File: config.mk
export PLATFORM = sky130hd
export DESIGN_NAME = scan_tester
export DESIGN_NICKNAME = d
export VERILOG_FILES = /design/src/rtl/scan_tester.sv
export SDC_FILE = /design/constraint.sdc
export NUM_CORES = 1
export LEC_CHECK = 0
export CAP_MARGIN = 20
export CORE_MARGIN = 10
export CORE_UTILIZATION = 55
export CTS_BUF_LIST = sky130_fd_sc_hd__clkbuf_4
export DETAILED_ROUTE_END_ITERATION = 12
export PLACE_DENSITY = 0.86
export SYNTH_ARGS = -nofsm -noshare
export SYNTH_HDL_FRONTEND = slang
export SYNTH_SLANG_ARGS = --single-unit
File: constraint.sdc
create_clock -name CK -period 5 [get_ports CK]
set_clock_uncertainty 0.2 [all_clocks]
set_input_delay 0.5 -clock CK [delete_from_list [all_inputs] [get_ports CK]]
set_output_delay 0.5 -clock CK [all_outputs]
set_load 0.005 [all_outputs]
File: src/rtl/scan_tester.sv
// Scan chain tester: loads a pattern into an external scan chain, runs functional capture
// cycles, unloads the response and compares it against a masked expected value.
module scan_tester #(
    parameter int CHAIN_LEN      = 16,
    parameter int CAPTURE_CYCLES = 1,
    localparam int CNT_W         = $clog2(CHAIN_LEN + 1)
) (
    input  logic                 CK,
    input  logic                 RST,
    input  logic                 start,
    input  logic [CHAIN_LEN-1:0] pattern_in,
    input  logic [CHAIN_LEN-1:0] expect_in,
    input  logic [CHAIN_LEN-1:0] mask_in,
    input  logic                 scan_data_out,
    output logic                 scan_enable,
    output logic                 scan_data_in,
    output logic                 busy,
    output logic                 done,
    output logic                 pass,
    output logic [CHAIN_LEN-1:0] captured,
    output logic [CNT_W-1:0]     mismatch_count
);

    typedef enum logic [2:0] {IDLE, SHIFT_IN, CAPTURE, SHIFT_OUT, DONE} state_t;

    state_t               state;
    logic [6:0]           ctr;
    logic [CHAIN_LEN-1:0] pattern_q;
    logic [CHAIN_LEN-1:0] expect_q;
    logic [CHAIN_LEN-1:0] mask_q;
    logic [CHAIN_LEN-1:0] unload_q;
    logic [CHAIN_LEN-1:0] unload_full;
    logic [CNT_W-1:0]     miss_now;

    function automatic logic [CNT_W-1:0] popcount(input logic [CHAIN_LEN-1:0] v);
        logic [CNT_W-1:0] c;
        c = '0;
        for (int i = 0; i < CHAIN_LEN; i++) begin
            c = c + CNT_W'(v[i]);
        end
        return c;
    endfunction

    // The final chain bit arrives in the DONE cycle, so the result is formed from it directly.
    always_comb begin
        unload_full = {unload_q[CHAIN_LEN-2:0], scan_data_out};
        miss_now    = popcount((unload_full ^ expect_q) & mask_q);
    end

    assign busy = (state != IDLE);

    // Scan outputs are registered from the current state, so the pin activity trails the
    // state by one cycle; unload sampling is shifted by one count to line up with it.
    always_ff @(posedge CK or posedge RST) begin
        if (RST) begin
            state          <= IDLE;
            ctr            <= '0;
            scan_enable    <= 1'b0;
            scan_data_in   <= 1'b0;
            done           <= 1'b0;
            pass           <= 1'b0;
            captured       <= '0;
            mismatch_count <= '0;
            pattern_q      <= '0;
            expect_q       <= '0;
            mask_q         <= '0;
            unload_q       <= '0;
        end else begin
            done <= 1'b0;
            case (state)
                IDLE: begin
                    scan_enable  <= 1'b0;
                    scan_data_in <= 1'b0;
                    if (start) begin
                        pattern_q <= pattern_in;
                        expect_q  <= expect_in;
                        mask_q    <= mask_in;
                        ctr       <= '0;
                        state     <= SHIFT_IN;
                    end
                end
                SHIFT_IN: begin
                    scan_enable  <= 1'b1;
                    scan_data_in <= pattern_q[CHAIN_LEN-1];
                    pattern_q    <= pattern_q << 1;
                    if (ctr == 7'(CHAIN_LEN - 1)) begin
                        ctr   <= '0;
                        state <= CAPTURE;
                    end else begin
                        ctr <= ctr + 7'd1;
                    end
                end
                CAPTURE: begin
                    scan_enable  <= 1'b0;
                    scan_data_in <= 1'b0;
                    if (ctr == 7'(CAPTURE_CYCLES - 1)) begin
                        ctr   <= '0;
                        state <= SHIFT_OUT;
                    end else begin
                        ctr <= ctr + 7'd1;
                    end
                end
                SHIFT_OUT: begin
                    scan_enable  <= 1'b1;
                    scan_data_in <= 1'b0;
                    if (ctr != '0) begin
                        unload_q <= {unload_q[CHAIN_LEN-2:0], scan_data_out};
                    end
                    if (ctr == 7'(CHAIN_LEN - 1)) begin
                        ctr   <= '0;
                        state <= DONE;
                    end else begin
                        ctr <= ctr + 7'd1;
                    end
                end
                DONE: begin
                    scan_enable    <= 1'b0;
                    scan_data_in   <= 1'b0;
                    done           <= 1'b1;
                    captured       <= unload_full;
                    mismatch_count <= miss_now;
                    pass           <= (miss_now == '0);
                    state          <= IDLE;
                end
                default: state <= IDLE;
            endcase
        end
    end

endmodule
==> results of run 1 <==
power groups by stage:
stage | clock network [mW] | logic (mW) | registers [mW]
final | 0.426 | 1.65 | 1.26
after global routing | 0.470 | 1.92 | 1.30
after CTS | 0.437 | 1.68 | 1.26
after detailed placement | 0 | 1.67 | 1.28
after global placement | 0 | 1.54 | 1.26
after floorplan | 0 | 1.31 | 1.20
worst min-delay path, stage by stage (launching register included):
cell	delay, ns
dfrtp_1	0.37
nand2_1	0.05
nand2_1	0.05
cell type report:
type	instances	area [sq um]	area share
Clock buffer	11	82.6	0.0149
Clock inverter	5	62.6	0.0113
Sequential cell	98	2450	0.442
Tap cell	105	131	0.0237
Inverter	19	73.8	0.0133
Multi-Input combinational cell	236	1930	0.349
Timing Repair Buffer	82	808	0.146
how the worst max path moves through the flow:
| stage | from | endpoint | slack (ns) | cells past startpoint |
|---|---|---|---|---|
| 3_5_place_dp | scan_data_out | pass | -0.14 | 15 |
| 5_1_grt | scan_data_out | pass | 0.15 | 15 |
| 3_3_place_gp | scan_data_out | pass | 0.01 | 15 |
| 6_report | scan_data_out | pass | 0.31 | 15 |
| 2_1_floorplan | scan_data_out | pass | 0.65 | 14 |
| 4_1_cts | scan_data_out | pass | 0.33 | 15 |
placed cells by master, fill, tap and decap left out, types with 2 or more instances in the layout:
master,Yosys,layout
a31oi_1,2,2
a21oi_1,7,7
clkdlybuf4s50_1,0,77
or2_2,2,2
and2_1,5,5
mux2_2,65,65
and3_1,3,3
a22oi_1,15,15
nor3_1,2,2
xnor2_1,2,2
nand3_1,2,2
buf_4,4,5
fa_1,10,10
nand2_1,52,52
nand2b_1,2,2
o21ai_0,10,10
xor2_1,17,17
o21a_1,2,2
nor4b_1,2,2
clkbuf_4,0,11
nor3b_1,2,2
clkinvlp_4,0,2
nor2_1,8,8
o41ai_1,2,2
inv_1,19,18
a22o_1,2,2
nor2b_1,2,2
ha_1,7,7
dfrtp_1,98,98
logic make-up (layout without fill, tap and decap cells):
logic type      count (synthesis)  after routing
fa+ha+maj                      17             17
xor+xnor                       19             19
buf+inv                        33            117
compound gates                 43             43
mux                            65             65
simple gates                   92             92
flops                          98             98
synthesized netlist by cell type (all sizes together):
master and count:
dfrtp 98, o21ai 10, mux2 65, or2 2, a22oi 15, a31oi 2, nor2b 2, and3 3
or3 1, xor2 17, o21a 2, o31ai 1, buf 13, and2 5, nor4 1, nor3b 3
o41ai 2, nor3 3, nor4b 3, xnor2 2, fa 10, nand2 53, nand2b 3, inv 19
a21oi 7, clkbuf 1, nor2 10, a22o 2, ha 7, a21o 1, a211oi 1, nand3b 1
nand3 2
routing by layer:
metal,up-vias,global-route usage,part of all wire
met5,-,0,0
met4,0,0.0486,0.0084
met3,8,0.0444,0.067
met2,90,0.240,0.49
met1,1484,0.193,0.44
li1,1415,-,-
state kept, by name (all words and copies together) (netlist names):
signal	cells
ctr	7
mask_q	16
scan_enable	1
expect_q	16
unload_q	15
state	3
done	1
pattern_q	16
scan_data_in	1
pass	1
mismatch_count	5
captured	16
metrics by stage:
step | area [sq um] | power (mW) | instances | setup slack (ns) | setup TNS, ns
final | 5540 | 3.34 | 556 | 0.312 | 0
after global routing | 5540 | 3.69 | 556 | 0.149 | 0
after CTS | 5540 | 3.38 | 556 | 0.334 | 0
after detailed placement | 5400 | 2.95 | 540 | -0.142 | -0.142
after global placement | 5400 | 2.80 | 540 | 0.00954 | 0
after floorplan | 4540 | 2.51 | 367 | 0.651 | 0
==> flow_summary.rst, run 1 <==
.. list-table::
   :header-rows: 1

   * - Metric
     - Value
   * - Hold wc startpoint
     - pattern_q[15]
   * - Violation count after the first detailed-route iteration
     - 59
   * - Final layout net count
     - 515
   * - #FFs+latches synth
     - 98
   * - Vias in the first global route
     - 3,093
   * - # rows
     - 33
   * - Number of buffers added by the clock tree synthesis step
     - 9
   * - Residual overflow from global routing
     - 0
   * - Cells taking the most area after synthesis
     - dfrtp_1, mux2_2, fa_1
   * - Xor/xnor cell area share of the yosys netlist
     - 0.0366
   * - Detailed placer's ending HPWL
     - 6800 microns
   * - Worst voltage drop across the vdd grid
     - 0.376 mV
   * - Post-CTS Hold Buffers
     - 0
   * - Period Utilization, post-route
     - 0.938
   * - Starting density of the core
     - 0.558
   * - Number of antenna violations at the first check in global routing
     - 0
   * - Total count of hold-check failures in the final report
     - 0
   * - Warnings, synthesis
     - 0
   * - Delay of the slowest critical-path stage
     - 0.55 ns
   * - Clock sink total
     - 98
   * - Max clock buf depth
     - 2
   * - Netlist area before placement
     - 4540 sq um
   * - Power share of the clock group
     - 0.128
   * - Ports placed on the boundary
     - 78
   * - Dominant cell type by count on the critical path
     - fa_1
   * - Adder-cell area share of the yosys netlist
     - 0.0634
   * - Post CTS Setup Buffer Count
     - 0
   * - Net Switching
     - 1.31 mW
   * - CP Max Fanout
     - 3
   * - Master of the slowest instance on the critical path
     - fa_1
   * - Worst Max-Slew Pin Slew
     - 0.947 ns
   * - Share of layout cells above drive strength 1
     - 0.213
   * - Worst r2r path cells
     - 16
   * - Die height
     - 111 microns
   * - Nature of the critical path endpoint
     - flop
   * - CTS resizes
     - 0
   * - Proportion of netlist area held by the largest area contributor
     - 0.540
   * - Total power density per cell area
     - 602 nW/um^2
   * - Worst reg-to-reg setup slack
     - 0.42 ns
   * - Share of the yosys chip area belonging to registers
     - 0.540
   * - Max-cap violations
     - 0
   * - Distinct cell type count of the synthesized netlist
     - 43
   * - Arrival time of data at the critical path endpoint
     - 4.86 ns
   * - Worst Path Required
     - 5.17 ns
   * - Routed vias
     - 2,997
   * - Number of vias per cell after detailed routing
     - 5.39
   * - Worst reg2reg path startpoint
     - unload_q[10]
   * - Max-slew violation count
     - 0
   * - Mapped Nets
     - 436
   * - Hold Path Stages
     - 2
   * - Global-route wire length before repair
     - 15,500 microns
   * - Critical Path, Cell by Cell
     - clkdlybuf4s50_1 -> xor2_1 -> nand2_1 -> fa_1 -> fa_1 -> fa_1 -> inv_1 -> fa_1 -> ha_1 -> inv_1 -> fa_1 -> xor2_1 -> a21oi_1 -> nor4b_1 -> a22o_1
   * - Die width
     - 111 microns
   * - Sequential share of power
     - 0.378
   * - Number of instances in the synthesized netlist
     - 367
   * - Antenna diode instance count
     - 0
   * - Total of fill cells in the finished design
     - 598
   * - Leakage power total
     - 2.62 nW
   * - H-tree depth
     - 3
   * - Unrepaired setup endpoints after global routing
     - no
   * - Clock tree root driver cell
     - clkbuf_4
   * - Cell internal power dissipation
     - 2.02 mW
   * - Post-detailed-route count of antenna-violating nets
     - 0
   * - Clock Pin Slew Worst Setup and Hold Paths
     - 0.13 ns
   * - Share of cell area taken by muxes after synthesis
     - 0.161
   * - Post-Route Utilization
     - 0.682
   * - Count of input and output buffers
     - 77
   * - Dominant cell type by area after synthesis
     - dfrtp_1
   * - Floorplan core area
     - 8130 sq um
   * - Outcome
     - complete, no violations
   * - Worst rel slew slack
     - 0.366
   * - Switching part of the total
     - 0.393
   * - Die footprint
     - 12,300 sq um
   * - Hold Worst Slack
     - 0.290 ns
   * - Post-Synth Simple-Gate Area
     - 0.102
   * - Pin count of the biggest net entering global routing
     - 69
   * - Number of buffers and inverters on the critical path
     - 3
   * - First-pass DRT Iterations
     - 4
   * - Reg-to-Reg End
     - pass
   * - Final Critical Period
     - 4.69 ns
   * - Average instance area after synthesis
     - 12.4 sq um
   * - Clock tree from TritonCTS
     - done
   * - DRC
     - 0
   * - Average detailed-routed wire length per instance
     - 16.3 microns
   * - Hold Path Class
     - reg -> reg
   * - Complex-gate fraction of the synthesized area
     - 0.0623
   * - Insertion delay to the later sink of the worst-skew pair
     - 0.44 ns
   * - Overall routing resource usage
     - 0.151
   * - Category of cells accounting for the largest share of critical-path delay
     - adder cells
   * - Startpoint kind of the worst setup timing path
     - input port
   * - Layout-stage area growth over the synthesis result
     - 22.1%
   * - Category of the most critical setup path
     - in -> reg
   * - Part of the power in combinational logic
     - 0.495
   * - Final-report setup violation count
     - 0
   * - Dominant combinational cell family by area after synthesis
     - multiplexers
   * - Maximum clock frequency
     - 213 MHz
   * - Capture endpoint of the worst hold path
     - pattern_q[15]
   * - Final Wtd Congestion
     - 0.750
   * - Routed Wire Length
     - 9050 microns
No activity file was read; power rests on OpenSTA's default activity.
==> run 2, diff against run 1 <==
CORE_ASPECT_RATIO = 0.7   (was not set)
CORE_UTILIZATION = 38   (was 55)
PLACE_DENSITY = 0.65   (was 0.86)
==> flow_summary.rst, run 2 (synthesis results as in run 1) <==
.. list-table::
   :header-rows: 1

   * - Metric
     - Value
   * - Outcome
     - complete, no violations
   * - Vias in the first global route
     - 3,089
   * - Cell internal power dissipation
     - 1.99 mW
   * - Number of buffers added by the clock tree synthesis step
     - 9
   * - Arrival time of data at the critical path endpoint
     - 4.86 ns
   * - Total count of hold-check failures in the final report
     - 0
   * - Max-slew violation count
     - 0
   * - Floorplan core area
     - 11,700 sq um
   * - Max clock buf depth
     - 2
   * - Die height
     - 111 microns
   * - Ports placed on the boundary
     - 78
   * - Average detailed-routed wire length per instance
     - 15.6 microns
   * - Die width
     - 151 microns
   * - Number of vias per cell after detailed routing
     - 4.78
   * - Final Wtd Congestion
     - 0.769
   * - First-pass DRT Iterations
     - 4
   * - Detailed placer's ending HPWL
     - 6960 microns
   * - Worst Max-Slew Pin Slew
     - 0.964 ns
   * - Unrepaired setup endpoints after global routing
     - no
   * - Net Switching
     - 1.27 mW
   * - Worst reg-to-reg setup slack
     - 0.42 ns
   * - Part of the power in combinational logic
     - 0.493
   * - Share of layout cells above drive strength 1
     - 0.205
   * - Nature of the critical path endpoint
     - flop
   * - Period Utilization, post-route
     - 0.936
   * - Antenna diode instance count
     - 0
   * - Reg-to-Reg End
     - pass
   * - Worst reg2reg path startpoint
     - unload_q[10]
   * - Number of antenna violations at the first check in global routing
     - 0
   * - Worst voltage drop across the vdd grid
     - 0.348 mV
   * - Hold Worst Slack
     - 0.294 ns
   * - Hold Path Stages
     - 2
   * - Power share of the clock group
     - 0.122
   * - Most used cells in the layout excluding fill and tap cells
     - dfrtp_1, clkdlybuf4s50_1, mux2_2
   * - Hold Path Class
     - reg -> reg
   * - Routed Wire Length
     - 9440 microns
   * - Pin count of the biggest net entering global routing
     - 61
   * - Hold wc startpoint
     - pattern_q[8]
   * - Clock tree root driver cell
     - clkbuf_4
   * - Switching part of the total
     - 0.389
   * - # rows
     - 33
   * - DRC
     - 0
   * - Startpoint kind of the worst setup timing path
     - input port
   * - Final-report setup violation count
     - 0
   * - CTS resizes
     - 0
   * - Residual overflow from global routing
     - 0
   * - Count of input and output buffers
     - 77
   * - Layout-stage area growth over the synthesis result
     - 23.0%
   * - Sequential share of power
     - 0.385
   * - Final Critical Period
     - 4.68 ns
   * - Post-Route Utilization
     - 0.478
   * - Maximum clock frequency
     - 214 MHz
   * - Post-CTS Hold Buffers
     - 0
   * - Final layout net count
     - 514
   * - Total of fill cells in the finished design
     - 1,044
   * - Die footprint
     - 16,800 sq um
   * - Overall routing resource usage
     - 0.117
   * - Leakage power total
     - 2.61 nW
   * - Total power density per cell area
     - 584 nW/um^2
   * - Routed vias
     - 2,894
   * - Clock sink total
     - 98
   * - Worst r2r path cells
     - 16
   * - Worst Path Required
     - 5.18 ns
   * - Global-route wire length before repair
     - 15,800 microns
   * - Starting density of the core
     - 0.389
   * - Capture endpoint of the worst hold path
     - pattern_q[8]
   * - Clock tree from TritonCTS
     - done
   * - Clock Pin Slew Worst Setup and Hold Paths
     - 0.14 ns
   * - Post-detailed-route count of antenna-violating nets
     - 0
   * - Max-cap violations
     - 0
   * - CP Max Fanout
     - 3
   * - Insertion delay to the later sink of the worst-skew pair
     - 0.44 ns
   * - Post CTS Setup Buffer Count
     - 0
   * - Category of the most critical setup path
     - in -> reg
   * - Worst rel slew slack
     - 0.355
   * - Most frequent standard cell in the layout excluding fill and tap cells
     - dfrtp_1
   * - Violation count after the first detailed-route iteration
     - 203
   * - H-tree depth
     - 3
## run 2: cell types whose count changed in the layout (fill, tap and decap cells not counted)
cell,delta
clkinvlp_4,-1
clkbuf_4,-2
inv_6,-1
buf_4,-2
clkinv_1,+2
clkinv_2,+1
buf_6,+1
## run 2: layer usage
| metal | wire length [microns] | global-route usage | vias up |
|---|---|---|---|
| met2 | 4100 | 0.165 | 59 |
| met5 | 0 | 0 | - |
| met3 | 519 | 0.0380 | 12 |
| met4 | 155 | 0.0403 | 0 |
| li1 | - | - | 1406 |
| met1 | 4660 | 0.165 | 1417 |
## run 2: layout make-up
class                           count  area [sq um]  area share
Sequential cell                    98          2450       0.439
Multi-Input combinational cell    236          1930       0.346
Timing Repair Buffer               81           805       0.144
Tap cell                          157           196      0.0352
Inverter                           19          73.8      0.0132
Clock buffer                        9          67.6      0.0121
Clock inverter                      6          58.8      0.0105
## run 2: how the worst max path moves through the flow
| stage | start | end | slack (ns) | depth (start not counted) |
|---|---|---|---|---|
| finish | scan_data_out | pass | 0.32 | 15 |
| global route | scan_data_out | pass | 0.07 | 15 |
| CTS | scan_data_out | pass | 0.35 | 15 |
| detailed placement | scan_data_out | pass | -0.13 | 15 |
| global placement | scan_data_out | pass | -0.08 | 15 |
| floorplan | scan_data_out | pass | 0.65 | 14 |
## run 2: power by group through the flow
stage               sequential [mW]  combinational (mW)  clock, mW
floorplan                      1.20                1.31          0
CTS                            1.26                1.63      0.421
detailed placement             1.28                1.62          0
global placement               1.26                1.57          0
global route                   1.30                1.87      0.448
finish                         1.25                1.61      0.398
## run 2: per-stage QoR
| step | instances | setup slack [ns] | setup TNS (ns) | total power [mW] | area (sq um) |
|---|---|---|---|---|---|
| after floorplan | 367 | 0.651 | 0 | 2.51 | 4540 |
| after global placement | 590 | -0.0833 | -0.0833 | 2.83 | 5450 |
| after detailed placement | 590 | -0.128 | -0.128 | 2.90 | 5450 |
| after CTS | 605 | 0.345 | 0 | 3.31 | 5580 |
| after global routing | 606 | 0.0742 | 0 | 3.62 | 5590 |
| final | 606 | 0.321 | 0 | 3.26 | 5590 |
## run 2: worst max-delay path: stages
cell and delay [ns]:
clkdlybuf4s50_1 0.54, xor2_1 0.16, nand2_1 0.09, fa_1 0.52
fa_1 0.52, fa_1 0.54, inv_1 0.06, fa_1 0.54
ha_1 0.17, inv_1 0.06, fa_1 0.40, xor2_1 0.19
a21oi_1 0.10, nor4b_1 0.29, a22o_1 0.17
==> run 3, diff against run 2 <==
SETUP_SLACK_MARGIN = 0.02   (was not set)
clock period = 5.2 ns   (was 5 ns; I/O delays follow)
==> flow_summary.rst, run 3 (synthesis results as in run 1) <==
.. list-table::
   :header-rows: 1

   * - Metric
     - Value
   * - Outcome
     - complete, no violations
   * - Switching part of the total
     - 0.384
   * - Total count of hold-check failures in the final report
     - 0
   * - Maximum clock frequency
     - 212 MHz
   * - DRC
     - 0
   * - Period Utilization, post-route
     - 0.906
   * - Startpoint kind of the worst setup timing path
     - input port
   * - Worst reg2reg path startpoint
     - unload_q[10]
   * - # rows
     - 33
   * - Residual overflow from global routing
     - 0
   * - Inst Count DP
     - 591
   * - Nature of the critical path endpoint
     - flop
   * - Sequential share of power
     - 0.368
   * - Critical Path, Cell by Cell
     - clkdlybuf4s50_1 -> xor2_1 -> nand2_1 -> fa_1 -> fa_1 -> fa_1 -> inv_1 -> fa_1 -> ha_1 -> inv_1 -> fa_1 -> xor2_1 -> a21oi_1 -> nor4b_1 -> a22o_1
   * - Die width
     - 151 microns
   * - Instance area at placement
     - 5460 sq um
   * - Category of the most critical setup path
     - in -> reg
   * - Number of buffers and inverters on the critical path
     - 3
   * - Number of buffers added by the clock tree synthesis step
     - 9
   * - Most used cells in the layout excluding fill and tap cells
     - dfrtp_1, clkdlybuf4s50_1, mux2_2
   * - Die footprint
     - 16,800 sq um
   * - Fin area
     - 5640 sq um
   * - Leakage power total
     - 2.64 nW
   * - Max-slew violation count
     - 0
   * - Reg-to-Reg End
     - pass
   * - Overall Power
     - 3.29 mW
   * - CP Max Fanout
     - 3
   * - Violation count after the first detailed-route iteration
     - 105
   * - Unrepaired setup endpoints after global routing
     - no
   * - Ports placed on the boundary
     - 78
   * - Instance count on the critical path
     - 15
   * - Routed vias
     - 2,918
   * - Most frequent standard cell in the layout excluding fill and tap cells
     - dfrtp_1
   * - Master of the slowest instance on the critical path
     - clkdlybuf4s50_1
   * - Worst voltage drop across the vdd grid
     - 0.329 mV
   * - Final-report setup violation count
     - 0
   * - H-tree depth
     - 3
   * - Timing startpoint of the critical path
     - scan_data_out
   * - Post-detailed-route count of antenna-violating nets
     - 0
   * - Arrival time of data at the critical path endpoint
     - 4.90 ns
   * - Pin count of the biggest net entering global routing
     - 58
   * - Number of antenna violations at the first check in global routing
     - 1
   * - Global-route wire length before repair
     - 16,400 microns
   * - Final Wtd Congestion
     - 0.779
   * - Clock Pin Slew Worst Setup and Hold Paths
     - 0.15 ns
   * - Hold Path Class
     - reg -> reg
   * - Overall routing resource usage
     - 0.121
   * - Dominant cell type by count on the critical path
     - fa_1
   * - Vias in the first global route
     - 3,150
   * - Share of layout cells above drive strength 1
     - 0.211
   * - First-pass DRT Iterations
     - 4
   * - Layout-stage area growth over the synthesis result
     - 24.3%
   * - Worst r2r path cells
     - 16
   * - Total of fill cells in the finished design
     - 1,057
   * - Worst Path Required
     - 5.39 ns
   * - Floorplan core area
     - 11,700 sq um
   * - Count of input and output buffers
     - 77
   * - Power share of the clock group
     - 0.150
   * - Starting density of the core
     - 0.389
   * - Net Switching
     - 1.26 mW
   * - Post-Route Setup TNS
     - 0 ns
   * - Max-cap violations
     - 0
   * - Hold Worst Slack
     - 0.292 ns
   * - CTS resizes
     - 0
   * - Category of cells accounting for the largest share of critical-path delay
     - adder cells
   * - Area taken by flip-flops and latches
     - 2450 sq um
   * - Insertion delay to the later sink of the worst-skew pair
     - 0.45 ns
   * - Number of cells in the finished layout apart from fillers
     - 608
   * - Multi-input gate area
     - 1930 sq um
   * - Final Critical Period
     - 4.71 ns
   * - Capture point of the worst path
     - pass
   * - Worst reg-to-reg setup slack
     - 0.63 ns
   * - Average detailed-routed wire length per instance
     - 15.9 microns
   * - Worst setup slack before clock tree synthesis
     - 0.0446 ns
   * - Worst Max-Slew Pin Slew
     - 0.957 ns
   * - Die height
     - 111 microns
   * - Routed Wire Length
     - 9650 microns
   * - Post-CTS Hold Buffers
     - 0
   * - Part of the power in combinational logic
     - 0.482
   * - Clock tree from TritonCTS
     - done
   * - Clock tree root driver cell
     - clkbuf_4
   * - Delay of the slowest critical-path stage
     - 0.55 ns
   * - Clock sink total
     - 98
   * - Setup ws final
     - 0.490 ns
   * - Post CTS Setup Buffer Count
     - 0
   * - Max clock buf depth
     - 2
   * - Worst rel slew slack
     - 0.360
   * - Cell internal power dissipation
     - 2.03 mW
   * - Number of vias per cell after detailed routing
     - 4.80
   * - Total power density per cell area
     - 583 nW/um^2
   * - Final layout net count
     - 514
   * - Post-Route Utilization
     - 0.483
   * - Detailed placer's ending HPWL
     - 7080 microns
[run 3: worst min path at each step]
| stage | startpoint | to | cells after the start |
|---|---|---|---|
| 2_1_floorplan | pattern_q[15] | pattern_q[15] | 2 |
| 3_3_place_gp | pattern_q[10] | pattern_q[10] | 2 |
| 3_5_place_dp | pattern_q[11] | pattern_q[11] | 2 |
| 4_1_cts | pattern_q[11] | pattern_q[11] | 2 |
| 5_1_grt | pattern_q[10] | pattern_q[10] | 2 |
| 6_report | pattern_q[2] | pattern_q[2] | 2 |
[run 3: layout make-up]
cell class	count	area share
sequential	98	0.435
multi-input combinational	236	0.343
timing repair buffer	81	0.142
tap	157	0.0348
clock inverter	7	0.0206
inverter	19	0.0131
clock buffer	9	0.0120
antenna	1	0.000443
[run 3: worst min-delay path: stages (launching register included)]
cell and delay (ns):
dfrtp_1 0.37, nand2_1 0.05, nand2_1 0.06
[run 3: per-layer routing]
layer  vias up  share of wire  global-route usage  wire (microns)
met4         0          0.011              0.0345             110
met5         -              0                   0               0
met3         7          0.059              0.0417             567
li1       1403              -                   -               -
met1      1445           0.48               0.163            4670
met2        63           0.45               0.180            4300
[run 3: power by group through the flow]
stage | Combinational [mW] | Sequential, mW | Clock [mW]
after floorplan | 1.26 | 1.16 | 0
after global placement | 1.51 | 1.22 | 0
after detailed placement | 1.60 | 1.23 | 0
after CTS | 1.61 | 1.21 | 0.512
after global routing | 1.85 | 1.26 | 0.542
final | 1.58 | 1.21 | 0.494
